==> config.mk <==
export PLATFORM = sky130hd
export DESIGN_NAME = cdb_arbiter
export DESIGN_NICKNAME = d
export VERILOG_FILES = /design/src/rtl/cdb_arbiter_pkg.sv /design/src/rtl/cdb_arbiter_rr_priority_picker.sv /design/src/rtl/cdb_arbiter.sv
export SDC_FILE = /design/constraint.sdc
export NUM_CORES = 1
export LEC_CHECK = 0
export CAP_MARGIN = 10
export CORE_MARGIN = 4
export CORE_UTILIZATION = 60
export DETAILED_ROUTE_END_ITERATION = 10
export DONT_BUFFER_PORTS = 1
export GPL_TIMING_DRIVEN = 0
export PLACE_DENSITY = 0.76
export SYNTH_ARGS = -nofsm -noshare
export SYNTH_HDL_FRONTEND = slang
export SYNTH_HIERARCHICAL = 1
export SYNTH_SLANG_ARGS = --single-unit
==> constraint.sdc <==
create_clock -name clk -period 6.5 [get_ports clk]
set_input_delay 0.65 -clock clk [delete_from_list [all_inputs] [get_ports clk]]
set_output_delay 0.65 -clock clk [all_outputs]
set_load 0.02 [all_outputs]
==> src/rtl/cdb_arbiter_pkg.sv <==
// Shared types for the common data bus arbiter and its consumers.
// e_functional_unit is the producer tag broadcast on the CDB; station index i
// maps to tag value i.
package cdb_arbiter_pkg;

    typedef enum logic [1:0] {
        FU_ALU = 2'd0,
        FU_MUL = 2'd1,
        FU_DIV = 2'd2,
        FU_LSU = 2'd3
    } e_functional_unit;

    localparam int CDB_TAG_W = $bits(e_functional_unit);

    // Station index to producer tag; the low tag bits of the index are the tag.
    function automatic e_functional_unit rs_index_to_fu(input int idx);
        logic [CDB_TAG_W-1:0] tag_s;
        tag_s = idx[CDB_TAG_W-1:0];
        return e_functional_unit'(tag_s);
    endfunction

endpackage

==> src/rtl/cdb_arbiter_rr_priority_picker.sv <==
// Round-robin priority picker: finds the first set request bit searching
// upward from ptr, wrapping modulo N. Purely combinational so it can be
// shared with the issue unit. ptr is expected to be below N.
module rr_priority_picker
    import cdb_arbiter_pkg::*;
#(
    parameter int N     = 4,
    parameter int IDX_W = (N > 1) ? $clog2(N) : 1
) (
    input  logic [N-1:0]     req,
    input  logic [IDX_W-1:0] ptr,
    output logic [N-1:0]     gnt,
    output logic [IDX_W-1:0] idx,
    output logic             valid
);

    localparam int               SUM_W = IDX_W + 1;
    localparam logic [SUM_W-1:0] N_L   = SUM_W'(N);

    logic [SUM_W-1:0] cand_s;
    logic             hit_s;
    logic [N-1:0]     gnt_s;
    logic [IDX_W-1:0] idx_s;

    // Walk the request vector starting at ptr and keep the first hit.
    always_comb begin
        gnt_s  = '0;
        idx_s  = '0;
        hit_s  = 1'b0;
        cand_s = '0;
        for (int off = 0; off < N; off++) begin
            cand_s = {1'b0, ptr} + SUM_W'(off);
            if (cand_s >= N_L) begin
                cand_s = cand_s - N_L;
            end else begin
                cand_s = cand_s;
            end
            if (!hit_s && req[cand_s[IDX_W-1:0]]) begin
                hit_s                     = 1'b1;
                idx_s                     = cand_s[IDX_W-1:0];
                gnt_s[cand_s[IDX_W-1:0]] = 1'b1;
            end else begin
                hit_s = hit_s;
            end
        end
    end

    assign gnt   = gnt_s;
    assign idx   = idx_s;
    assign valid = hit_s;

endmodule

==> src/rtl/cdb_arbiter.sv <==
// Common data bus arbiter. Grants at most one ready reservation station per
// cycle (round-robin), pulses its retire strobe in the grant cycle and
// broadcasts its result and producer tag from a register in the next cycle.
// Optional macro CDB_ARB_PERF_EN adds grant / conflict / stall counters.
module cdb_arbiter
    import cdb_arbiter_pkg::*;
#(
    parameter int DATA_WIDTH = 32,
    parameter int NUM_RS     = 4
) (
    input  logic                                 clk,
    input  logic                                 rst_n,
    input  logic [NUM_RS-1:0]                    ready_i,
    input  logic [NUM_RS-1:0][DATA_WIDTH-1:0]    result_i,
    input  logic                                 stall_i,
    output logic [NUM_RS-1:0]                    retire_o,
    output logic                                 bcast_en_o,
    output logic [DATA_WIDTH-1:0]                bcast_data_o,
    output logic [CDB_TAG_W-1:0]                 bcast_rs_o,
    output logic [$clog2(NUM_RS)-1:0]            grant_idx_o
`ifdef CDB_ARB_PERF_EN
    ,
    output logic [31:0]                          perf_grants_o,
    output logic [31:0]                          perf_conflict_o,
    output logic [31:0]                          perf_stall_o
`endif
);

    localparam int               IDX_W   = $clog2(NUM_RS);
    localparam logic [IDX_W-1:0] LAST_IX = IDX_W'(NUM_RS - 1);

    logic [IDX_W-1:0]      ptr_r;
    logic [NUM_RS-1:0]     pick_gnt_s;
    logic [IDX_W-1:0]      pick_idx_s;
    logic                  pick_valid_s;
    logic                  grant_s;
    logic [NUM_RS-1:0]     retire_s;
    logic [IDX_W-1:0]      ptr_next_s;
    logic                  bcast_en_r;
    logic [DATA_WIDTH-1:0] bcast_data_r;
    logic [CDB_TAG_W-1:0]  bcast_rs_r;

    rr_priority_picker #(
        .N     (NUM_RS),
        .IDX_W (IDX_W)
    ) u_picker (
        .req   (ready_i),
        .ptr   (ptr_r),
        .gnt   (pick_gnt_s),
        .idx   (pick_idx_s),
        .valid (pick_valid_s)
    );

    // Qualify the picker result: nothing is granted in reset or under stall.
    always_comb begin
        grant_s  = 1'b0;
        retire_s = '0;
        if (rst_n && !stall_i && pick_valid_s) begin
            grant_s  = 1'b1;
            retire_s = pick_gnt_s;
        end else begin
            grant_s  = 1'b0;
            retire_s = '0;
        end
    end

    // Pointer moves to the station just after the winner, wrapping.
    always_comb begin
        ptr_next_s = '0;
        if (pick_idx_s == LAST_IX) begin
            ptr_next_s = '0;
        end else begin
            ptr_next_s = pick_idx_s + IDX_W'(1);
        end
    end

    // Round-robin pointer and broadcast registers.
    always_ff @(posedge clk) begin
        if (!rst_n) begin
            ptr_r        <= '0;
            bcast_en_r   <= 1'b0;
            bcast_data_r <= '0;
            bcast_rs_r   <= '0;
        end else if (grant_s) begin
            ptr_r        <= ptr_next_s;
            bcast_en_r   <= 1'b1;
            bcast_data_r <= result_i[pick_idx_s];
            bcast_rs_r   <= rs_index_to_fu(int'(pick_idx_s));
        end else begin
            ptr_r        <= ptr_r;
            bcast_en_r   <= 1'b0;
            bcast_data_r <= bcast_data_r;
            bcast_rs_r   <= bcast_rs_r;
        end
    end

    assign retire_o     = retire_s;
    assign grant_idx_o  = pick_idx_s;
    assign bcast_en_o   = bcast_en_r;
    assign bcast_data_o = bcast_data_r;
    assign bcast_rs_o   = bcast_rs_r;

`ifdef CDB_ARB_PERF_EN
    logic [31:0] perf_grants_r;
    logic [31:0] perf_conflict_r;
    logic [31:0] perf_stall_r;
    logic        multi_ready_s;
    logic        any_ready_s;

    // Two or more bits set: clearing the lowest set bit leaves something.
    assign multi_ready_s = (ready_i & (ready_i - NUM_RS'(1))) != '0;
    assign any_ready_s   = ready_i != '0;

    // Free-running event counters, wrapping naturally at 2^32.
    always_ff @(posedge clk) begin
        if (!rst_n) begin
            perf_grants_r   <= 32'd0;
            perf_conflict_r <= 32'd0;
            perf_stall_r    <= 32'd0;
        end else begin
            if (grant_s) begin
                perf_grants_r <= perf_grants_r + 32'd1;
            end else begin
                perf_grants_r <= perf_grants_r;
            end
            if (multi_ready_s && !stall_i) begin
                perf_conflict_r <= perf_conflict_r + 32'd1;
            end else begin
                perf_conflict_r <= perf_conflict_r;
            end
            if (stall_i && any_ready_s) begin
                perf_stall_r <= perf_stall_r + 32'd1;
            end else begin
                perf_stall_r <= perf_stall_r;
            end
        end
    end

    assign perf_grants_o   = perf_grants_r;
    assign perf_conflict_o = perf_conflict_r;
    assign perf_stall_o    = perf_stall_r;
`endif

endmodule
# Word-level counts from Yosys, hierarchy flattened

Cells that the tools add are included.

Memory bits (read-only): 0
Output and inout bits: 41
Latch bits: 0
Memory bits (writable): 0
Flip-flop bits (word level): 37
Logic and storage cells: 80
Memories kept: 0
Input port bits: 135

Bitwise logic cells: 3
Shifts and indexed selects: 0
Multiplexer cells: 38
Reductions and logical operators: 13
Multipliers: 0
Add/sub/neg operators: 8
Eq/ne operators: 1
$lt $le $gt $ge: 13
Div/mod/pow operators: 0

Operators by type and width:

| kind                                                                                | count |
|---|---|
| 32-bit binary-select mux with 2-bit select                                          | 1 |
| 32-bit 2-to-1 mux                                                                   | 1 |
| 4-bit 2-to-1 mux                                                                    | 5 |
| 2-bit 2-to-1 mux                                                                    | 9 |
| 2-bit by 3-bit < comparator with 1-bit output, second input constant                | 5 |
| 1-bit 2-to-1 mux                                                                    | 14 |
| 4-bit OR                                                                            | 3 |
| 3-bit greater-or-equal comparator, second input constant                            | 3 |
| 1-bit logical AND                                                                   | 9 |
| 1-bit binary-select mux with 2-bit select                                           | 4 |
| 1-bit demux with 2-bit select                                                       | 4 |
| 2-bit by 1-bit greater-or-equal comparator with 1-bit output, second input constant | 4 |
| 2-bit by 1-bit subtractor with 2-bit output, second input constant                  | 4 |
| 2-bit by 2-bit adder with 3-bit output, second input constant                       | 2 |
| 1-bit zero test                                                                     | 4 |
| 2-bit by 1-bit adder with 3-bit output, second input constant                       | 1 |
| 2-bit by 3-bit greater-or-equal comparator with 1-bit output, second input constant | 1 |
| 2-bit by 1-bit adder with 2-bit output, second input constant                       | 1 |
| 2-bit == test, second input constant                                                | 1 |

# Depth between registers and ports, before layout

Gate-level depths: netlist of the first run.

Word-level depth: 17
Gate-level depth with buffers: 13
Depth with buffers taken out: 9

# Modules after synthesis

Netlist of the first run, hierarchy kept.

By module, submodules not included:

| module             | area an instance (um^2) | cells each | times used |
|---|---|---|---|
| cdb_arbiter        | 2094.5                  | 208        | 1 |
| rr_priority_picker | 419.2                   | 45         | 1 |

# Worst setup path before layout of the first run

No wires, ideal clock.

Path type: input to register
Start: input port ready_i[3]
End: register bcast_data_r[0] (netlist: bcast_data_o[0])
Library setup time: 0.133 ns
Required time: 6.367 ns
Stages: 8
Arrival time: 2.926 ns
Setup slack: 3.441 ns
Path through: mux4_2 > clkbuf_1 > o31ai_1 > buf_2 > buf_6 > buf_6 > mux2i_1 > o221ai_1

Word-level cells in the longest chain between the ends: 14
Elaborated cells between the ends (all ways): 26

Ends and longest elaborated chain:

| element                                      | RTL line                             | text |
|---|---|---|
| start: declaration                           | cdb_arbiter.sv:13                    | `input logic [NUM_RS-1:0] ready_i,` |
| 1-bit binary-select mux with 2-bit select    | cdb_arbiter_rr_priority_picker.sv:38 | `if (!hit_s && req[cand_s[IDX_W-1:0]]) begin` |
| 1-bit 2-to-1 mux (implied by the code)       | cdb_arbiter_rr_priority_picker.sv:38 |  |
| 1-bit 2-to-1 mux                             | cdb_arbiter_rr_priority_picker.sv:38 |  |
| 1-bit zero test                              | cdb_arbiter_rr_priority_picker.sv:38 |  |
| 1-bit logical AND                            | cdb_arbiter_rr_priority_picker.sv:38 |  |
| 1-bit 2-to-1 mux                             | cdb_arbiter_rr_priority_picker.sv:38 |  |
| 1-bit zero test                              | cdb_arbiter_rr_priority_picker.sv:38 |  |
| 1-bit logical AND                            | cdb_arbiter_rr_priority_picker.sv:38 |  |
| 1-bit 2-to-1 mux                             | cdb_arbiter_rr_priority_picker.sv:38 |  |
| 1-bit zero test                              | cdb_arbiter_rr_priority_picker.sv:38 |  |
| 1-bit logical AND                            | cdb_arbiter_rr_priority_picker.sv:38 |  |
| 2-bit 2-to-1 mux *                           | cdb_arbiter_rr_priority_picker.sv:38 |  |
| via grant_idx_o[0]                           | cdb_arbiter.sv:20                    | `output logic [$clog2(NUM_RS)-1:0] grant_idx_o` |
| 32-bit binary-select mux with 2-bit select * | cdb_arbiter.sv:87                    | `bcast_data_r <= result_i[pick_idx_s];` |
| 32-bit 2-to-1 mux (implied by the code) *    | cdb_arbiter.sv:87                    |  |
| end signal: assignment                       | cdb_arbiter.sv:87                    |  |
| end signal: assignment                       | cdb_arbiter.sv:92                    | `bcast_data_r <= bcast_data_r;` |
| end: declaration                             | cdb_arbiter.sv:40                    | `logic [DATA_WIDTH-1:0] bcast_data_r;` |

The timed path passes the listed nets; every way through them passes the cells marked *. The select of a mux whose other input is x is not followed.
A chain may end at the register's enable or synchronous reset.

# Worst setup path after layout of the first run

Start: register ptr_r[0]
End: register bcast_data_r[19] (netlist: bcast_data_o[19])

Word-level cells in the longest chain between the ends: 16
Elaborated cells between the ends (all ways): 41

Ends and longest elaborated chain:

| element                                                                         | RTL line                             | text |
|---|---|---|
| start: declaration                                                              | cdb_arbiter.sv:32                    | `logic [IDX_W-1:0] ptr_r;` |
| start signal: assignment                                                        | cdb_arbiter.sv:85                    | `ptr_r <= ptr_next_s;` |
| start signal: assignment                                                        | cdb_arbiter.sv:90                    | `ptr_r <= ptr_r;` |
| branches (longest 13 deep; another with 2-bit by 1-bit adder with 3-bit output) | n/a                                  |  |
| 2-bit 2-to-1 mux *                                                              | cdb_arbiter_rr_priority_picker.sv:38 |  |
| via grant_idx_o[0]                                                              | cdb_arbiter.sv:20                    |  |
| 32-bit binary-select mux with 2-bit select *                                    | cdb_arbiter.sv:87                    |  |
| 32-bit 2-to-1 mux (implied by the code) *                                       | cdb_arbiter.sv:87                    |  |

Mark *: on every way through the listed nets, which the timed path passes. The select of a mux whose other input is x is not followed.

==> flow_summary.html, run 1 <==
<table>
<tr><th>Metric</th><th>Value</th></tr>
<tr><th colspan="2">Status</th></tr>
<tr><td>Outcome</td><td>completed</td></tr>
<tr><th colspan="2">Synthesis</th></tr>
<tr><td>Syn Inst Count</td><td>253</td></tr>
<tr><td>Number of warning messages in the yosys log</td><td>6</td></tr>
<tr><td>Share of the yosys chip area belonging to registers</td><td>0.295</td></tr>
<tr><td>Seq cells post-synth</td><td>37</td></tr>
<tr><td>Synth Area per Inst</td><td>9.94 um^2</td></tr>
<tr><td>Post-synthesis cell area</td><td>2510 um^2</td></tr>
<tr><td>Post-synth net total</td><td>between 300 and 400</td></tr>
<tr><td>Unique cell type count in the Yosys netlist</td><td>34</td></tr>
<tr><th colspan="2">Power and ir drop</th></tr>
<tr><td>Power share of the clock group</td><td>0.151</td></tr>
<tr><td>Net Sw Power</td><td>0.615 mW</td></tr>
<tr><td>Worst-case vdd ir drop</td><td>0.285 mV</td></tr>
<tr><td>Leakage dissipation</td><td>1.05 nW</td></tr>
<tr><td>Relative contribution of combinational cells to total power</td><td>0.479</td></tr>
<tr><td>Part of the total power dissipated in sequential elements</td><td>0.369</td></tr>
<tr><td>Internal power contribution</td><td>0.756 mW</td></tr>
<tr><td>Areal power density over the cells</td><td>a little over 500 nW/um^2</td></tr>
<tr><td>Switching portion of total power</td><td>0.449</td></tr>
<tr><th colspan="2">Critical path</th></tr>
<tr><td>Worst Setup Start Kind</td><td>register</td></tr>
<tr><td>Reg2reg end</td><td>bcast_data_o[19]</td></tr>
<tr><td>Worst reg-to-reg path cell count</td><td>12</td></tr>
<tr><td>Crit path capture type</td><td>register</td></tr>
<tr><td>R2R Path Start</td><td>ptr_r[0]</td></tr>
<tr><td>Worst setup path category</td><td>register to register</td></tr>
<tr><td>Required @ worst endpoint</td><td>6650 ps</td></tr>
<tr><td>Setup slack of the most critical reg-to-reg path</td><td>2910 ps</td></tr>
<tr><td>Data arrival time at the worst-slack endpoint</td><td>3750 ps</td></tr>
<tr><td>Biggest fanout along the worst timing path</td><td>10</td></tr>
<tr><th colspan="2">Die</th></tr>
<tr><td>Initial Util</td><td>0.624</td></tr>
<tr><td>Die height</td><td>72.7 um</td></tr>
<tr><td>Area of the die</td><td>approximately 5300 um^2</td></tr>
<tr><td>Number of rows created at floorplan</td><td>23</td></tr>
<tr><td>Top-level port count</td><td>between 150 and 200</td></tr>
<tr><td>Core region area</td><td>4030 um^2</td></tr>
<tr><td>Die Wd</td><td>72.7 um</td></tr>
<tr><th colspan="2">Timing</th></tr>
<tr><td>Final Hold Slack</td><td>roughly 540 ps</td></tr>
<tr><td>Largest clock skew in the final design</td><td>5.54 ps</td></tr>
<tr><td>Upper clock frequency limit</td><td>278 MHz</td></tr>
<tr><td>Setup TNS</td><td>0 ps</td></tr>
<tr><td>Worst-margin pin slew</td><td>1040 ps</td></tr>
<tr><td>Final-report hold violation count</td><td>0</td></tr>
<tr><td>RSZ-0062 raised after global routing</td><td>false</td></tr>
<tr><td>Slew Limit Fails</td><td>0</td></tr>
<tr><td>Number of setup violations in the final report</td><td>0</td></tr>
<tr><td>Crit share post-route</td><td>0.553</td></tr>
<tr><td>Minimum clock period after layout</td><td>3590 ps</td></tr>
<tr><td>Max-slew headroom</td><td>0.303</td></tr>
<tr><th colspan="2">Placement</th></tr>
<tr><td>GP Congestion</td><td>between 0.8 and 0.9</td></tr>
<tr><td>Number of buffers inserted by port buffering</td><td>0</td></tr>
<tr><td>Total half-perimeter wirelength after legalization and detailed placement</td><td>5520 um</td></tr>
<tr><th colspan="2">Global route</th></tr>
<tr><td>Global-route total usage across every layer</td><td>0.254</td></tr>
<tr><td>Number of global-route vias before repair</td><td>2,133</td></tr>
<tr><td>Initial antenna violation count</td><td>0</td></tr>
<tr><td>Global route overflow</td><td>0</td></tr>
<tr><td>Largest net degree at the start of global routing</td><td>13</td></tr>
<tr><td>First-pass GRT wire length</td><td>approximately 11,000 um</td></tr>
<tr><th colspan="2">Drt</th></tr>
<tr><td>Starting DRC count in detailed routing</td><td>between 100 and 150</td></tr>
<tr><td>Post-detailed-route count of antenna-violating nets</td><td>0</td></tr>
<tr><td>DRC violations left</td><td>0</td></tr>
<tr><td>Via count of the routed design</td><td>around 2.2k</td></tr>
<tr><td>Drt wl/cell</td><td>22.6 um</td></tr>
<tr><td>Routed wire length</td><td>7020 um</td></tr>
<tr><td>First-pass DRT Iterations</td><td>4</td></tr>
<tr><td>Via/cell ratio</td><td>6.94</td></tr>
<tr><th colspan="2">Clock tree</th></tr>
<tr><td>Post-CTS Setup Bufs</td><td>0</td></tr>
<tr><td>Maximum buffer depth of the clock tree</td><td>2</td></tr>
<tr><td>Clock tree from TritonCTS</td><td>yes</td></tr>
<tr><td>TritonCTS sink count</td><td>37</td></tr>
<tr><td>Hold-fix buffers at CTS</td><td>0</td></tr>
<tr><td>Clock H-tree levels</td><td>2</td></tr>
<tr><td>Number of buffers inserted during clock tree synthesis</td><td>5</td></tr>
<tr><td>Clock latency on the worst-skew pair</td><td>approximately 280 ps</td></tr>
<tr><td>Clock-pin slew on the worst setup and hold paths</td><td>70 ps</td></tr>
<tr><td>Buffer type at the clock tree root</td><td>sky130_fd_sc_hd__clkbuf_8</td></tr>
<tr><td>Resized cells post-CTS</td><td>0</td></tr>
<tr><th colspan="2">Hold path</th></tr>
<tr><td>Cell count of the worst hold path</td><td>2</td></tr>
<tr><td>Launch instance of the worst min-delay path</td><td>ptr_r[0]</td></tr>
<tr><td>Worst hold-check path type</td><td>register to register</td></tr>
<tr><td>Hold Crit Endpoint</td><td>ptr_r[0]</td></tr>
<tr><th colspan="2">Finish</th></tr>
<tr><td>Signed area change from the synthesized netlist to the final layout</td><td>7.27%</td></tr>
<tr><td>Count of antenna diodes in the layout</td><td>0</td></tr>
<tr><td>Net count reported at finish</td><td>401</td></tr>
<tr><td>Share of post-route cells with drive strength above 1</td><td>0.142</td></tr>
<tr><th colspan="2">Run</th></tr>
<tr><td>Number of max-cap violations</td><td>0</td></tr>
</table>
worst max-delay path, stage by stage, from the launching register on:
cell,delay [ps]
sky130_fd_sc_hd__dfxtp_1,430
sky130_fd_sc_hd__buf_6,180
sky130_fd_sc_hd__inv_1,70
sky130_fd_sc_hd__ha_1,360
sky130_fd_sc_hd__mux4_2,270
sky130_fd_sc_hd__buf_6,140
sky130_fd_sc_hd__a21oi_1,50
sky130_fd_sc_hd__o31ai_1,830
sky130_fd_sc_hd__buf_2,280
sky130_fd_sc_hd__buf_6,180
sky130_fd_sc_hd__buf_6,190
sky130_fd_sc_hd__mux2i_1,320
sky130_fd_sc_hd__o221ai_1,160
per-layer routing:
layer / vias up / wire length, um / track usage
li1: 1011 / - / -
met1: 1011 / 2580 / 0.307
met2: 125 / 3580 / 0.427
met3: 10 / 749 / 0.0840
met4: 0 / 109 / 0.0758
met5: - / 0 / 0
power by group through the flow:
stage / sequential [mW] / clock (mW) / combinational [mW]
after detailed placement: 0.511 / 0 / 0.661
after CTS: 0.508 / 0.212 / 0.663
final: 0.507 / 0.207 / 0.657
after floorplan: 0.483 / 0 / 0.558
after global routing: 0.517 / 0.221 / 0.722
after global placement: 0.511 / 0 / 0.648
cells in the final DEF, fill, tap and decap left out, drive strengths merged:
cell       n
o31ai      1
mux2       2
nor3       1
or3        1
o211ai     1
nor4b      1
clkbuf     8
clkinvlp   1
a32o       1
a21boi     1
inv        5
mux4       4
nand2b     1
dfxtp     37
nor2       3
mux2i     65
and2b      1
a22oi      8
ha         6
nand3b     1
a21oi      1
bufinv     1
nor4       1
o21ai      5
o311ai     1
nand2      8
o221ai    32
and2       4
buf       23
nand3     36
cell usage after synthesis, drive strengths merged:
cell type  number  area [um^2]
a21oi           1         5.00
mux4            4         97.6
a21boi          1         7.51
ha              6         75.1
a22oi           8         60.1
dfxtp          37          741
nand3          36          180
inv             5         18.8
or3             1         6.26
buf            23          164
nor4            1         6.26
a32o            1         10.0
o311ai          1         8.76
and2b           1         8.76
nor4b           1         23.8
clkbuf          2         7.51
o221ai         32          280
mux2            2         22.5
mux2i          65          651
o21ai           5         25.0
nand3b          1         20.0
o211ai          1         7.51
nand2b          1         6.26
nor3            1         5.00
nand2           8         32.5
and2            4         25.0
nor2            3         11.3
o31ai           1         7.51
through the flow:
step                instance area (um^2)   util  power (mW)  std cells  worst slack, ps
finish                              2700  0.669        1.37        311             2910
global route                        2700  0.669        1.46        311             2650
CTS                                 2700  0.669        1.38        311             2900
detailed placement                  2580  0.639        1.17        303             2920
global placement                    2580  0.639        1.16        303             2930
floorplan                           2510      -        1.04        253             3440
kinds of logic (layout without fill, tap and decap cells):
group,Yosys count,after routing,synth area share
AO/OA/AOI/OAI,51,51,0.164
multiplexers,71,71,0.307
adder cells (fa/ha/maj),6,6,0.0299
flip-flops,37,37,0.295
AND/OR/NAND/NOR,58,58,0.129
buffers and inverters,30,38,0.0757
flip-flops by register name, indices dropped and copies added, names as in the netlist:
name,count
bcast_data_o,32
bcast_en_o,1
bcast_rs_o,2
ptr_r,2
final cells by class:
type                       instances  area [um^2]
clock inverter                     2         37.5
inverter                           5         18.8
multi-input combinational        186         1580
clock buffer                       6         82.6
tap                               50         62.6
sequential                        37          741
buffer                            25          171
fill                             348         1330
worst max-delay path by stage:
| stage | slack [ps] | depth (start not counted) | end | startpoint |
|---|---|---|---|---|
| after floorplan | 3440 | 8 | bcast_data_o[0] | ready_i[3] |
| after CTS | 2900 | 12 | bcast_data_o[19] | ptr_r[0] |
| after detailed placement | 2920 | 12 | bcast_data_o[19] | ptr_r[0] |
| final | 2910 | 12 | bcast_data_o[19] | ptr_r[0] |
| after global routing | 2650 | 11 | bcast_data_o[19] | ptr_r[1] |
| after global placement | 2930 | 9 | bcast_data_o[19] | ptr_r[0] |
No activity file was read; power rests on OpenSTA's default activity.
==> run 2: changes to the inputs <==
--- a/config.mk
+++ b/config.mk
@@ -7,11 +7,11 @@
 export LEC_CHECK = 0
 export CAP_MARGIN = 10
 export CORE_MARGIN = 4
-export CORE_UTILIZATION = 60
+export CORE_UTILIZATION = 57
 export DETAILED_ROUTE_END_ITERATION = 10
 export DONT_BUFFER_PORTS = 1
 export GPL_TIMING_DRIVEN = 0
-export PLACE_DENSITY = 0.76
+export PLACE_DENSITY = 0.75
 export SYNTH_ARGS = -nofsm -noshare
 export SYNTH_HDL_FRONTEND = slang
 export SYNTH_HIERARCHICAL = 1
==> constraint.sdc (replaced) <==
create_clock -name clk -period 3.2 [get_ports clk]
set_input_delay 0.32 -clock clk [delete_from_list [all_inputs] [get_ports clk]]
set_output_delay 0.32 -clock clk [all_outputs]
set_load 0.02 [all_outputs]
==> run 2 against run 1 <==
Net effect:
- clock skew is 1.6 ps higher
- global-route usage is 1.6 points lower
- total power is 100% higher
- first-iteration DRC count is 31% lower
- maximum frequency is 20% higher
- routed wire length is 1.2% lower
- hold slack worse by 310 ps
- combinational power is 110% higher
- sequential share of layout area is 0.37 points lower
- core utilization is 0.74 points lower
- largest cell class unchanged
==> flow_summary.html, run 2 (same netlist as run 1, synthesis figures left out) <==
<table>
<tr><th>Metric</th><th>Value</th></tr>
<tr><th colspan="2">Critical path</th></tr>
<tr><td>Required @ worst endpoint</td><td>3390 ps</td></tr>
<tr><td>Reg2reg end</td><td>bcast_data_o[25]</td></tr>
<tr><td>Worst Setup Start Kind</td><td>register</td></tr>
<tr><td>Crit path capture type</td><td>register</td></tr>
<tr><td>R2R Path Start</td><td>ptr_r[0]</td></tr>
<tr><td>Crit path launch</td><td>ptr_r[0]</td></tr>
<tr><td>Biggest fanout along the worst timing path</td><td>10</td></tr>
<tr><td>Termination of the worst setup path</td><td>bcast_data_o[25]</td></tr>
<tr><td>Data arrival time at the worst-slack endpoint</td><td>3190 ps</td></tr>
<tr><td>Worst reg-to-reg path cell count</td><td>12</td></tr>
<tr><td>Worst setup path category</td><td>register to register</td></tr>
<tr><td>Setup slack of the most critical reg-to-reg path</td><td>200 ps</td></tr>
<tr><th colspan="2">Global route</th></tr>
<tr><td>Global-route total usage across every layer</td><td>0.237</td></tr>
<tr><td>Number of global-route vias before repair</td><td>2,016</td></tr>
<tr><td>First-pass GRT wire length</td><td>~10,000 um</td></tr>
<tr><td>Largest net degree at the start of global routing</td><td>12</td></tr>
<tr><td>Global route overflow</td><td>0</td></tr>
<tr><td>Initial antenna violation count</td><td>0</td></tr>
<tr><th colspan="2">Power and ir drop</th></tr>
<tr><td>Overall power of the completed layout</td><td>2.77 mW</td></tr>
<tr><td>Leakage dissipation</td><td>1.06 nW</td></tr>
<tr><td>Areal power density over the cells</td><td>1010 nW/um^2</td></tr>
<tr><td>Worst-case vdd ir drop</td><td>0.561 mV</td></tr>
<tr><th colspan="2">Die</th></tr>
<tr><td>Area of the die</td><td>5540 um^2</td></tr>
<tr><td>Die Wd</td><td>around 74 um</td></tr>
<tr><td>Core region area</td><td>4140 um^2</td></tr>
<tr><td>Number of rows created at floorplan</td><td>23</td></tr>
<tr><td>Top-level port count</td><td>176</td></tr>
<tr><td>Initial Util</td><td>0.607</td></tr>
<tr><td>Die height</td><td>74.4 um</td></tr>
<tr><th colspan="2">Finish</th></tr>
<tr><td>Share of post-route cells with drive strength above 1</td><td>0.176</td></tr>
<tr><td>Core occupancy in the finished layout</td><td>0.662</td></tr>
<tr><td>Post-layout instance count excluding filler cells</td><td>311</td></tr>
<tr><td>Count of antenna diodes in the layout</td><td>0</td></tr>
<tr><td>Commonest cells after routing, fill and taps aside</td><td>sky130_fd_sc_hd__mux2i_1 (61), sky130_fd_sc_hd__nand3_1 (35), sky130_fd_sc_hd__dfxtp_1 (35)</td></tr>
<tr><td>Number of flip-flops in the largest register</td><td>32</td></tr>
<tr><td>Net count reported at finish</td><td>402</td></tr>
<tr><td>Number of fill cells in the layout</td><td>366</td></tr>
<tr><td>Leading cell type in the layout, fill and taps excluded</td><td>sky130_fd_sc_hd__mux2i_1</td></tr>
<tr><td>Signed area change from the synthesized netlist to the final layout</td><td>9.11%</td></tr>
<tr><th colspan="2">Clock tree</th></tr>
<tr><td>Number of buffers inserted during clock tree synthesis</td><td>5</td></tr>
<tr><td>Clock-pin slew on the worst setup and hold paths</td><td>around 70 ps</td></tr>
<tr><td>Clock latency on the worst-skew pair</td><td>290 ps</td></tr>
<tr><td>TritonCTS sink count</td><td>37</td></tr>
<tr><td>Clock tree from TritonCTS</td><td>yes</td></tr>
<tr><td>Buffer type at the clock tree root</td><td>sky130_fd_sc_hd__clkbuf_8</td></tr>
<tr><td>Hold-fix buffers at CTS</td><td>0</td></tr>
<tr><td>Maximum buffer depth of the clock tree</td><td>2</td></tr>
<tr><td>Clock H-tree levels</td><td>2</td></tr>
<tr><th colspan="2">Run</th></tr>
<tr><td>Number of max-cap violations</td><td>0</td></tr>
<tr><th colspan="2">Timing</th></tr>
<tr><td>Largest clock skew in the final design</td><td>7.13 ps</td></tr>
<tr><td>Upper clock frequency limit</td><td>334 MHz</td></tr>
<tr><td>Final Hold Slack</td><td>roughly 230 ps</td></tr>
<tr><td>Final-report hold violation count</td><td>0</td></tr>
<tr><td>Setup TNS</td><td>0 ps</td></tr>
<tr><td>Minimum clock period after layout</td><td>3000 ps</td></tr>
<tr><td>Worst-margin pin slew</td><td>roughly 440 ps</td></tr>
<tr><td>Max-slew headroom</td><td>0.704</td></tr>
<tr><td>Number of setup violations in the final report</td><td>0</td></tr>
<tr><td>Crit share post-route</td><td>0.937</td></tr>
<tr><td>Slew Limit Fails</td><td>0</td></tr>
<tr><th colspan="2">Drt</th></tr>
<tr><td>Via/cell ratio</td><td>6.81</td></tr>
<tr><td>Via count of the routed design</td><td>about 2.1k</td></tr>
<tr><td>DRC violations left</td><td>0</td></tr>
<tr><td>Starting DRC count in detailed routing</td><td>90</td></tr>
<tr><td>Drt wl/cell</td><td>roughly 22 um</td></tr>
<tr><td>Routed wire length</td><td>roughly 7000 um</td></tr>
<tr><td>Post-detailed-route count of antenna-violating nets</td><td>0</td></tr>
<tr><td>First-pass DRT Iterations</td><td>5</td></tr>
<tr><th colspan="2">Hold path</th></tr>
<tr><td>Worst hold-check path type</td><td>input pin to register</td></tr>
<tr><th colspan="2">Placement</th></tr>
<tr><td>GP Congestion</td><td>0.845</td></tr>
<tr><td>Number of buffers inserted by port buffering</td><td>0</td></tr>
<tr><td>Total half-perimeter wirelength after legalization and detailed placement</td><td>5420 um</td></tr>
<tr><td>Placed insts</td><td>approximately 300</td></tr>
<tr><th colspan="2">Status</th></tr>
<tr><td>Outcome</td><td>completed</td></tr>
</table>
run 2: changes by cell type in the layout (fill, tap and decap cells not counted), sizes merged:
| cell | before | now |
|---|---|---|
| clkbuf | 8 | 10 |
| buf | 23 | 22 |
| bufinv | 1 | 0 |
run 2: critical path, stage by stage (launching register included):
cell	delay [ps]
sky130_fd_sc_hd__dfxtp_2	380
sky130_fd_sc_hd__buf_6	180
sky130_fd_sc_hd__inv_1	100
sky130_fd_sc_hd__ha_4	290
sky130_fd_sc_hd__mux4_2	290
sky130_fd_sc_hd__buf_6	160
sky130_fd_sc_hd__nor4b_4	360
sky130_fd_sc_hd__nor2_1	90
sky130_fd_sc_hd__a32o_1	340
sky130_fd_sc_hd__nor2_1	180
sky130_fd_sc_hd__nand3_2	150
sky130_fd_sc_hd__clkbuf_4	220
sky130_fd_sc_hd__o221ai_1	160
run 2: cell type report:
cell class	instances	area, um^2	area share
clock inverter	1	7.51	0.00274
clock buffer	6	82.6	0.0301
sequential	37	743	0.271
timing repair buffer	1	7.51	0.00274
tap	50	62.6	0.0228
multi-input combinational	186	1630	0.594
inverter	5	18.8	0.00684
buffer	25	191	0.0698
run 2: repair_timing:
action                                  CTS  global route
buffers inserted                          0             1
gates resized for setup                   3            14
endpoints found under the setup margin   32            33
gates cloned                              0             0
pin swaps                                 0             1
run 2: worst min-delay path by stage:
stage	from	cells past startpoint	end
4_1_cts	rst_n	2	bcast_en_o
2_1_floorplan	ptr_r[0]	2	ptr_r[0]
3_3_place_gp	ptr_r[0]	2	ptr_r[0]
6_report	rst_n	2	bcast_en_o
5_1_grt	rst_n	2	bcast_en_o
3_5_place_dp	ptr_r[0]	2	ptr_r[0]
run 2: through the flow:
step	area, um^2	worst slack [ps]
2_1_floorplan	2510	205
3_3_place_gp	2580	-239
3_5_place_dp	2580	-272
4_1_cts	2680	-4.41
5_1_grt	2740	-6.95
6_report	2740	202
run 2: metal layers:
| metal | routed length (um) | vias to the layer above | GRT usage |
|---|---|---|---|
| met5 | 0 | - | 0 |
| met4 | 31 | 0 | 0.0435 |
| met3 | 812 | 2 | 0.0986 |
| met2 | 3520 | 116 | 0.403 |
| met1 | 2570 | 991 | 0.285 |
| li1 | - | 1010 | - |
run 2: power by group:
group	switching [mW]	internal, mW
combinational	0.721	0.692
clock	0.162	0.170
sequential	0.373	0.655
==> run 3: changes to the inputs <==
--- a/config.mk
+++ b/config.mk
@@ -6,6 +6,7 @@
 export NUM_CORES = 1
 export LEC_CHECK = 0
 export CAP_MARGIN = 10
+export CORE_ASPECT_RATIO = 0.6
 export CORE_MARGIN = 4
 export CORE_UTILIZATION = 57
 export DETAILED_ROUTE_END_ITERATION = 10
==> run 3 against run 2 <==
Net effect:
- sequential power about the same
- critical endpoint is now bcast_data_o[14]
- sequential cell count unchanged
- first-iteration DRC count is 44% higher
- maximum frequency grew 0.28%
- combinational power hardly changed
- core utilization is 0.26 points lower
- non-clock buffer count did not move
- count of clock-buffer cells in the layout is 1 higher
- critical path depth grew 1
- setup slack improved by 8.3 ps
- cell count rose by 3.5%
- register-to-register slack hardly changed
==> flow_summary.html, run 3 (same netlist as run 1, synthesis figures left out) <==
<table>
<tr><th>Metric</th><th>Value</th></tr>
<tr><th colspan="2">Die</th></tr>
<tr><td>Top-level port count</td><td>176</td></tr>
<tr><td>Die Wd</td><td>93.7 um</td></tr>
<tr><td>Area of the die</td><td>5570 um^2</td></tr>
<tr><td>Core region area</td><td>4190 um^2</td></tr>
<tr><td>Die height</td><td>59.4 um</td></tr>
<tr><td>Initial Util</td><td>0.600</td></tr>
<tr><td>Number of rows created at floorplan</td><td>18</td></tr>
<tr><th colspan="2">Drt</th></tr>
<tr><td>Post-detailed-route count of antenna-violating nets</td><td>0</td></tr>
<tr><td>DRC violations left</td><td>0</td></tr>
<tr><td>Routed wire length</td><td>7410 um</td></tr>
<tr><td>First-pass DRT Iterations</td><td>5</td></tr>
<tr><td>Drt wl/cell</td><td>23.0 um</td></tr>
<tr><td>Via count of the routed design</td><td>2,118</td></tr>
<tr><td>Starting DRC count in detailed routing</td><td>130</td></tr>
<tr><td>Via/cell ratio</td><td>6.58</td></tr>
<tr><th colspan="2">Timing</th></tr>
<tr><td>Final-report hold violation count</td><td>0</td></tr>
<tr><td>Slew Limit Fails</td><td>0</td></tr>
<tr><td>Worst-margin pin slew</td><td>474 ps</td></tr>
<tr><td>Number of setup violations in the final report</td><td>0</td></tr>
<tr><td>RSZ-0062 raised after global routing</td><td>false</td></tr>
<tr><td>Max-slew headroom</td><td>0.684</td></tr>
<tr><td>Upper clock frequency limit</td><td>334 MHz</td></tr>
<tr><td>Largest clock skew in the final design</td><td>5.29 ps</td></tr>
<tr><td>Minimum clock period after layout</td><td>2990 ps</td></tr>
<tr><td>Final critical-path setup slack</td><td>210 ps</td></tr>
<tr><td>Crit share post-route</td><td>0.934</td></tr>
<tr><th colspan="2">Clock tree</th></tr>
<tr><td>Buffer type at the clock tree root</td><td>sky130_fd_sc_hd__clkbuf_8</td></tr>
<tr><td>Hold-fix buffers at CTS</td><td>0</td></tr>
<tr><td>Clock latency on the worst-skew pair</td><td>280 ps</td></tr>
<tr><td>Clock H-tree levels</td><td>2</td></tr>
<tr><td>Maximum buffer depth of the clock tree</td><td>2</td></tr>
<tr><td>Clock-pin slew on the worst setup and hold paths</td><td>80 ps</td></tr>
<tr><td>Clock tree from TritonCTS</td><td>yes</td></tr>
<tr><td>Number of buffers inserted during clock tree synthesis</td><td>5</td></tr>
<tr><td>TritonCTS sink count</td><td>37</td></tr>
<tr><th colspan="2">Finish</th></tr>
<tr><td>Share of post-route cells with drive strength above 1</td><td>0.168</td></tr>
<tr><td>Net count reported at finish</td><td>around 400</td></tr>
<tr><td>Count of antenna diodes in the layout</td><td>0</td></tr>
<tr><td>Signed area change from the synthesized netlist to the final layout</td><td>9.86%</td></tr>
<tr><td>Number of flip-flops in the largest register</td><td>32</td></tr>
<tr><td>Core occupancy in the finished layout</td><td>0.659</td></tr>
<tr><td>Leading cell type in the layout, fill and taps excluded</td><td>sky130_fd_sc_hd__mux2i_1</td></tr>
<tr><td>Commonest cells after routing, fill and taps aside</td><td>sky130_fd_sc_hd__mux2i_1 (63), sky130_fd_sc_hd__nand3_1 (35), sky130_fd_sc_hd__dfxtp_1 (35)</td></tr>
<tr><th colspan="2">Critical path</th></tr>
<tr><td>Worst setup path category</td><td>register to register</td></tr>
<tr><td>Data arrival time at the worst-slack endpoint</td><td>3150 ps</td></tr>
<tr><td>Crit path capture type</td><td>register</td></tr>
<tr><td>Worst Setup Start Kind</td><td>register</td></tr>
<tr><td>Biggest fanout along the worst timing path</td><td>10</td></tr>
<tr><td>Required @ worst endpoint</td><td>3360 ps</td></tr>
<tr><th colspan="2">Placement</th></tr>
<tr><td>Total half-perimeter wirelength after legalization and detailed placement</td><td>5790 um</td></tr>
<tr><td>Number of buffers inserted by port buffering</td><td>0</td></tr>
<tr><td>GP Congestion</td><td>just over 0.8</td></tr>
<tr><td>Worst setup slack after placement</td><td>-269 ps</td></tr>
<tr><th colspan="2">Power and ir drop</th></tr>
<tr><td>Areal power density over the cells</td><td>1030 nW/um^2</td></tr>
<tr><td>Leakage dissipation</td><td>1.07 nW</td></tr>
<tr><td>Overall power of the completed layout</td><td>2.86 mW</td></tr>
<tr><td>Worst-case vdd ir drop</td><td>between 0.5 and 0.6 mV</td></tr>
<tr><th colspan="2">Global route</th></tr>
<tr><td>Largest net degree at the start of global routing</td><td>12</td></tr>
<tr><td>Number of global-route vias before repair</td><td>~2.1k</td></tr>
<tr><td>Global route overflow</td><td>0</td></tr>
<tr><td>Global-route total usage across every layer</td><td>0.252</td></tr>
<tr><td>Initial antenna violation count</td><td>0</td></tr>
<tr><td>First-pass GRT wire length</td><td>11,000 um</td></tr>
<tr><th colspan="2">Hold path</th></tr>
<tr><td>Worst hold-check path type</td><td>input pin to register</td></tr>
<tr><th colspan="2">Status</th></tr>
<tr><td>Outcome</td><td>completed</td></tr>
<tr><th colspan="2">Run</th></tr>
<tr><td>Number of max-cap violations</td><td>0</td></tr>
</table>
-- run 3: cell types whose count changed in the layout (fill, tap and decap cells not counted), sizes merged --
cell,before,now
buf,22,24
clkinvlp,1,0
bufinv,0,1
clkbuf,10,9
-- run 3: cell type report --
class	instances	area (um^2)
multi-input cells	186	1620
fillers	356	1430
flip-flops and latches	37	743
plain buffers	25	179
clock buffers	7	86.3
well taps	60	75.1
clock inverters	1	30.0
inverters	5	18.8
repair buffers	1	7.51
-- run 3: path summary, 6_finish.rpt --
path / start / to / slack, ps / cells after the start
max: ptr_r[0] / bcast_data_o[14] / 210 / 13
max reg2reg: ptr_r[0] / bcast_data_o[14] / 210 / 13
min reg2reg: ptr_r[0] / ptr_r[0] / 490 / 2
min: rst_n / bcast_en_o / 240 / 2
-- run 3: through the flow --
step                hold slack (ps)  std cells  instance area, um^2  TNS, ps
finish                          236        322                 2760        0
global route                    244        322                 2760        0
CTS                             233        322                 2720        0
detailed placement              527        313                 2590    -6610
global placement                523        313                 2590    -5640
floorplan                       492        253                 2510        0
-- run 3: power breakdown --
part / switching [mW] / leakage (nW) / internal [mW]
combinational: 0.736 / 0.703 / 0.672
sequential: 0.373 / 0.306 / 0.655
clock: 0.166 / 0.0585 / 0.254
total: 1.27 / 1.07 / 1.58
-- run 3: worst max-delay path, cell delays in order, from the launching register on --
cell and delay, ps:
sky130_fd_sc_hd__dfxtp_2 380, sky130_fd_sc_hd__buf_6 180, sky130_fd_sc_hd__inv_1 100, sky130_fd_sc_hd__ha_4 290, sky130_fd_sc_hd__mux4_2 300, sky130_fd_sc_hd__buf_6 160
sky130_fd_sc_hd__and2b_2 260, sky130_fd_sc_hd__o21ai_1 100, sky130_fd_sc_hd__o31ai_4 140, sky130_fd_sc_hd__buf_2 210, sky130_fd_sc_hd__buf_6 190, sky130_fd_sc_hd__buf_8 180
sky130_fd_sc_hd__mux2i_1 230, sky130_fd_sc_hd__o221ai_1 130
-- run 3: timing repair --
action / CTS / global route
endpoints found under the setup margin: 32 / 32
gates resized for setup: 3 / 8
pin swaps: 1 / 0
buffers inserted: 1 / 0
hold endpoints to repair: 0 / 0
-- run 3: layer usage --
layer | vias up | track usage | wire length, um
li1 | 1009 | - | -
met1 | 986 | 0.308 | 2870
met2 | 121 | 0.432 | 3590
met3 | 2 | 0.110 | 924
met4 | 0 | 0.0185 | 26
met5 | - | 0 | 0
==> RTL edit 1 (settings of run 3) <==
Change the parameter `NUM_RS` from 4 to 8.
--- a/src/rtl/cdb_arbiter.sv
+++ b/src/rtl/cdb_arbiter.sv
@@ -6,7 +6,7 @@
     import cdb_arbiter_pkg::*;
 #(
     parameter int DATA_WIDTH = 32,
-    parameter int NUM_RS     = 4
+    parameter int NUM_RS     = 8
 ) (
     input  logic                                 clk,
     input  logic                                 rst_n,
Interface: changed (resized grant_idx_o, ready_i, result_i and retire_o); port bits go from 176 to 313. The function was not compared with the original's and may differ.
==> RTL edit 1 against run 3 <==
The flow now finishes with violations (negative setup slack). Total power rose to 3.4 times the old value. Wire length rose to 3.4 times the old value. Clock skew about the same. Area after synthesis up 85%. Design area up 120%. Sequential cell count up 1. Setup slack worse by 1.3 ns.
==> RTL edit 1: results (changes against run 3) <==
clocking:
  cts_max_level: 2  # unchanged
  root_buffer: "clkbuf_16"  # was clkbuf_8
  clock_tree.buffer_depth: 2  # unchanged
  clk_pin_slew_ns: 0.06  # was 0.08 ns
  worstSkewPairLatency_ns: 0.29
  cts_buffers: 5  # unchanged
drt:
  drt_iter0_drc: 865  # was 130
  vias: 5547  # was 2,118
  wl_per_cell_um: 37.2  # was 23.0 um
  drt-total-wl_um: 25200  # was 7410 um
  first_pass_iters: 6  # was 5
  drc_errors: 0  # unchanged
global_route:
  grt_pass1_vias: 5246  # was 2,101
  grt_start_max_net_pins: 12  # unchanged
  grt_pass1_wl_um: 34700  # was 11,000 um
  grt.overflow.total: 0  # unchanged
  grt_use_total_pct: 47.7  # was 25.2%
  antenna_found_initial: 5  # was 0
synthesis:
  synth.area.top_cells: "mux2i_1 (17%), dfxtp_1 (16%), mux2_2 (16%)"  # was dfxtp_1 (29%), mux2i_1 (26%), o221ai_1 (11%)
  synth_common_cells: "mux2i_1 (80), mux2_2 (67), dfxtp_1 (38)"  # was mux2i_1 (65), dfxtp_1 (37), nand3_1 (36)
  async_flop_share_pct: 0  # unchanged
  synth.distinct_cells: 59  # was 34
  synthCells: 507  # was 253
  synth_flop_cell: "dfxtp_1"  # unchanged
  syn_nets: 782  # was 394
  seq_area_frac_synth_pct: 16.4  # was 29.5%
  ys_warn_count: 6  # unchanged
run_status:
  outcome: "finished with violations"  # was complete, no violations
  violations: "negative setup slack"
timing:
  tns_ns: -41.60  # was 0 ns
  finClkSkew_ns: 0.00560  # was 0.00529 ns
  max_slew_margin_pct: 13.8  # was 68.4%
  setup_violations: 49  # was 0
  fin_ws_ns: -1.07  # was 0.210 ns
worst_setup_path:
  cp_max_fo: 7  # was 10
  cp_top_family: "compound AO/OA/AOI/OAI gates"  # was buffers and inverters
  critPathSlowestCell: "mux4_2"  # was dfxtp_2
  crit_arrival_ns: 4.49  # was 3.15 ns
  cpPeakStageDelay_ns: 0.55  # was 0.38 ns
min_path:
  hold_class: "input pin to flop"  # unchanged
final_layout:
  largest_reg_flops: 32  # unchanged
  drive_above_1_share_pct: 43.6  # was 16.8%
  fillers: 519  # was 356
  fin_nets: 841  # was 402
placed_design:
  numPortBuffers: 0  # unchanged
  gp_congestion: 1.12  # was 0.832
  dpl.hpwl_um: 18900  # was 5790 um
  dp_cells: 615  # was 313
power_and_ir_drop:
  switching_share_pct: 49.3  # was 44.6%
  vdd_drop_max_v: 0.00105  # was 0.000580 V
  p_leak_nw: 2.34  # was 1.07 nW
-- RTL edit 1: final timing paths --
path / to / cells after the start / start / slack (ns)
min: bcast_data_o[25] / 3 / result_i[89] / 0.40
max reg2reg: bcast_data_o[17] / 14 / ptr_r[0] / -1.07
max: bcast_data_o[17] / 14 / ptr_r[0] / -1.07
min reg2reg: bcast_data_o[0] / 2 / bcast_data_o[0] / 0.57
-- RTL edit 1: metrics by stage --
stage	hold WS [ns]	setup slack (ns)	total power [W]	area, um^2
after floorplan	0.494	-0.466	0.00600	4930
after detailed placement	0.523	-1.48	0.00733	5070
final	0.399	-1.07	0.00961	6130
after global placement	0.517	-1.54	0.00726	5070
after global routing	0.386	-1.16	0.00986	6120
after CTS	0.389	-0.920	0.00892	5930
-- RTL edit 1: repair_timing --
action | 4_1_cts | 5_1_grt
endpoints found under the setup margin | 49 | 49
buffers inserted | 40 | 12
gates cloned | 2 | 0
gates resized for setup | 88 | 22
pin swaps | 24 | 12
-- RTL edit 1: per-layer routing --
layer	routed length, um	track usage [%]
met1	8570	57.2
met3	3650	17.5
met5	11	0
met4	1870	23.6
met2	11100	76.0
-- RTL edit 1: area by class of cell --
class | instances | area share (%)
inverter | 6 | 0.735
antenna | 4 | 0.163
buffer | 49 | 7.96
sequential | 38 | 12.6
clock inverter | 1 | 0.490
timing repair buffer | 53 | 7.33
multi-input combinational | 413 | 66.3
tap | 108 | 2.20
clock buffer | 6 | 2.27
-- RTL edit 1: power by group through the flow --
stage	clock network (W)	logic (W)	registers [W]
finish	0.000589	0.00797	0.00106
global route	0.000608	0.00818	0.00107
CTS	0.000585	0.00728	0.00105
detailed placement	0	0.00627	0.00106
global placement	0	0.00620	0.00106
floorplan	0	0.00502	0.000975
-- RTL edit 1: tightest hold or removal path, cell delays in order --
cell,delay (ns)
mux2i_1,0.11
a221o_1,0.16
a21oi_1,0.05
-- RTL edit 1: cells by family after synthesis --
group,after synthesis,share of synthesized area (%)
compound gates,162,24.5
mux,161,39.8
simple gates,78,9.11
buf+inv,56,6.90
flops,38,16.4
fa+ha+maj,8,2.16
xor+xnor,4,1.24
==> RTL edit 2 (config.mk and constraints of run 3) <==
Made on the original files. Add a define of `CDB_ARB_PERF_EN`.
--- a/src/rtl/cdb_arbiter.sv
+++ b/src/rtl/cdb_arbiter.sv
@@ -2,6 +2,8 @@
 // cycle (round-robin), pulses its retire strobe in the grant cycle and
 // broadcasts its result and producer tag from a register in the next cycle.
 // Optional macro CDB_ARB_PERF_EN adds grant / conflict / stall counters.
+`define CDB_ARB_PERF_EN
+
 module cdb_arbiter
     import cdb_arbiter_pkg::*;
 #(
Formal check against the unedited RTL (old outputs only; new: perf_conflict_o, perf_grants_o and perf_stall_o): equivalent (Yosys induction, for registers that start in step).
==> RTL edit 2 against run 3 <==
Sequential cell count grew 96. Core utilization grew 0.89 points. Combinational power grew 9%. Design area grew to 3.0 times the old value. Wire length grew to 3.2 times the old value. Setup slack lost 0.15 ns. Total power grew 98%. Sequential share of layout area grew 5.8 points. Area after synthesis grew to 2.9 times the old value. Critical endpoint is now bcast_data_o[20]. Highest routed layer is now met5.
==> RTL edit 2: results (changes against run 3) <==
timing:
  finClkSkew_ns: 0.0124  # was 0.00529 ns
  post-route-min-period_ns: 3.14  # was 2.99 ns
min_path:
  worstHoldStart: "stall_i"  # was rst_n
  hold_depth: 3  # was 2
worst_setup_path:
  cp_top_family: "multiplexers"  # was buffers and inverters
  r2r_slack_ns: 0.06  # was 0.21 ns
  cpPeakStageDelay_ns: 0.51  # was 0.38 ns
  worstReg2RegEnd: "bcast_data_o[20]"  # was bcast_data_o[14]
  cp-startpoint: "ptr_r[0]"  # unchanged
power_and_ir_drop:
  p_leak_nw: 2.59  # was 1.07 nW
  vdd_drop_max_v: 0.000507  # was 0.000580 V
synthesis:
  yosysMostFrequentCell: "dfxtp_1"  # was mux2i_1
  synth.distinct_cells: 49  # was 34
  synth_common_cells: "dfxtp_1 (133), nand2_1 (116), o21ai_0 (60)"  # was mux2i_1 (65), dfxtp_1 (37), nand3_1 (36)
  synth.area.top_cells: "dfxtp_1 (37%), mux4_2 (11%), nand2_1 (6.0%)"  # was dfxtp_1 (29%), mux2i_1 (26%), o221ai_1 (11%)
placed_design:
  dpl.hpwl_um: 18100  # was 5790 um
  gp_congestion: 0.917  # was 0.832
  dp_slack_ns: -0.625  # was -0.269 ns
clocking:
  worstSkewPairLatency_ns: 0.41  # was 0.28 ns
  cts_buffers: 17  # was 5
  clk_pin_slew_ns: 0.06  # was 0.08 ns
global_route:
  antenna_found_initial: 7  # was 0
  grt_pass1_vias: 6507  # was 2,101
final_layout:
  drive_above_1_share_pct: 13.3  # was 16.8%
  fin_cells: 1011  # was 322
drt:
  drt-total-wl_um: 23800  # was 7410 um
run_status:
  outcome: "complete, no violations"  # unchanged
-- RTL edit 2: cell types whose count changed in the layout (fill, tap and decap cells not counted), sizes merged, moves of 31 or more --
cell / before / now
a21oi: 1 / 48
clkbuf: 9 / 57
dfxtp: 37 / 133
mux2i: 65 / 16
mux4: 4 / 36
nand2: 8 / 116
o21ai: 5 / 60
o221ai: 32 / 0
or4: 0 / 31
-- RTL edit 2: repair_timing --
item                                    CTS  global route
endpoints found under the setup margin   52            55
gates resized for setup                  25            22
buffers inserted                          3             0
pin swaps                                 1             2
-- RTL edit 2: worst min path at each step --
| stage | to | slack (ns) |
|---|---|---|
| floorplan | bcast_data_o[0] | 0.53 |
| global placement | bcast_data_o[22] | 0.55 |
| detailed placement | bcast_data_o[24] | 0.56 |
| CTS | perf_stall_o[4] | 0.21 |
| global route | perf_stall_o[4] | 0.24 |
| finish | perf_stall_o[4] | 0.21 |
-- RTL edit 2: area by class of cell --
cell class / instances / area share (%)
clock inverters: 11 / 1.23
inverters: 18 / 0.828
well taps: 165 / 2.53
clock buffers: 21 / 5.76
multi-input cells: 597 / 52.5
flip-flops and latches: 133 / 32.7
plain buffers: 58 / 4.02
repair buffers: 3 / 0.276
diodes: 5 / 0.153
-- RTL edit 2: worst min-delay path, delay by kind of cell --
kind | cells | cell delay (ns)
AND/OR/NAND/NOR | 2 | 0.19
AO/OA/AOI/OAI | 1 | 0.06
-- RTL edit 2: layer usage --
metal	share of wire, %	global-route usage (%)	up-vias
li1	-	-	3123
met1	38	38.7	3357
met2	47	49.4	409
met3	13	14.4	48
met4	1.8	7.79	8
met5	0.19	0	-
-- RTL edit 2: cell families (layout without fill, tap and decap cells) --
family	Yosys count	count (layout)	share of synthesized area, %
multiplexers	54	54	13.8
buffers and inverters	79	111	4.59
XOR/XNOR	19	19	2.30
AND/OR/NAND/NOR	331	331	24.8
AO/OA/AOI/OAI	183	183	16.0
adder cells (fa/ha/maj)	10	10	1.70
other	0	5	0
flip-flops	133	133	36.8
-- RTL edit 2: through the flow --
step	hold slack, ns	TNS [ns]	cell area (um^2)	util (%)
detailed placement	0.557	-18.07	7450	61.0
global placement	0.550	-12.33	7450	61.0
CTS	0.207	0	8120	66.4
finish	0.212	0	8160	66.8
global route	0.238	-0.0178	8160	66.7
floorplan	0.533	-0.0690	7250	-
-- RTL edit 2: report_power, final --
| part | internal [W] | total [W] | switching [W] |
|---|---|---|---|
| sequential | 0.00184 | 0.00223 | 0.000392 |
| combinational | 0.000812 | 0.00154 | 0.000729 |
| clock | 0.00113 | 0.00189 | 0.000754 |
| total | 0.00378 | 0.00566 | 0.00187 |
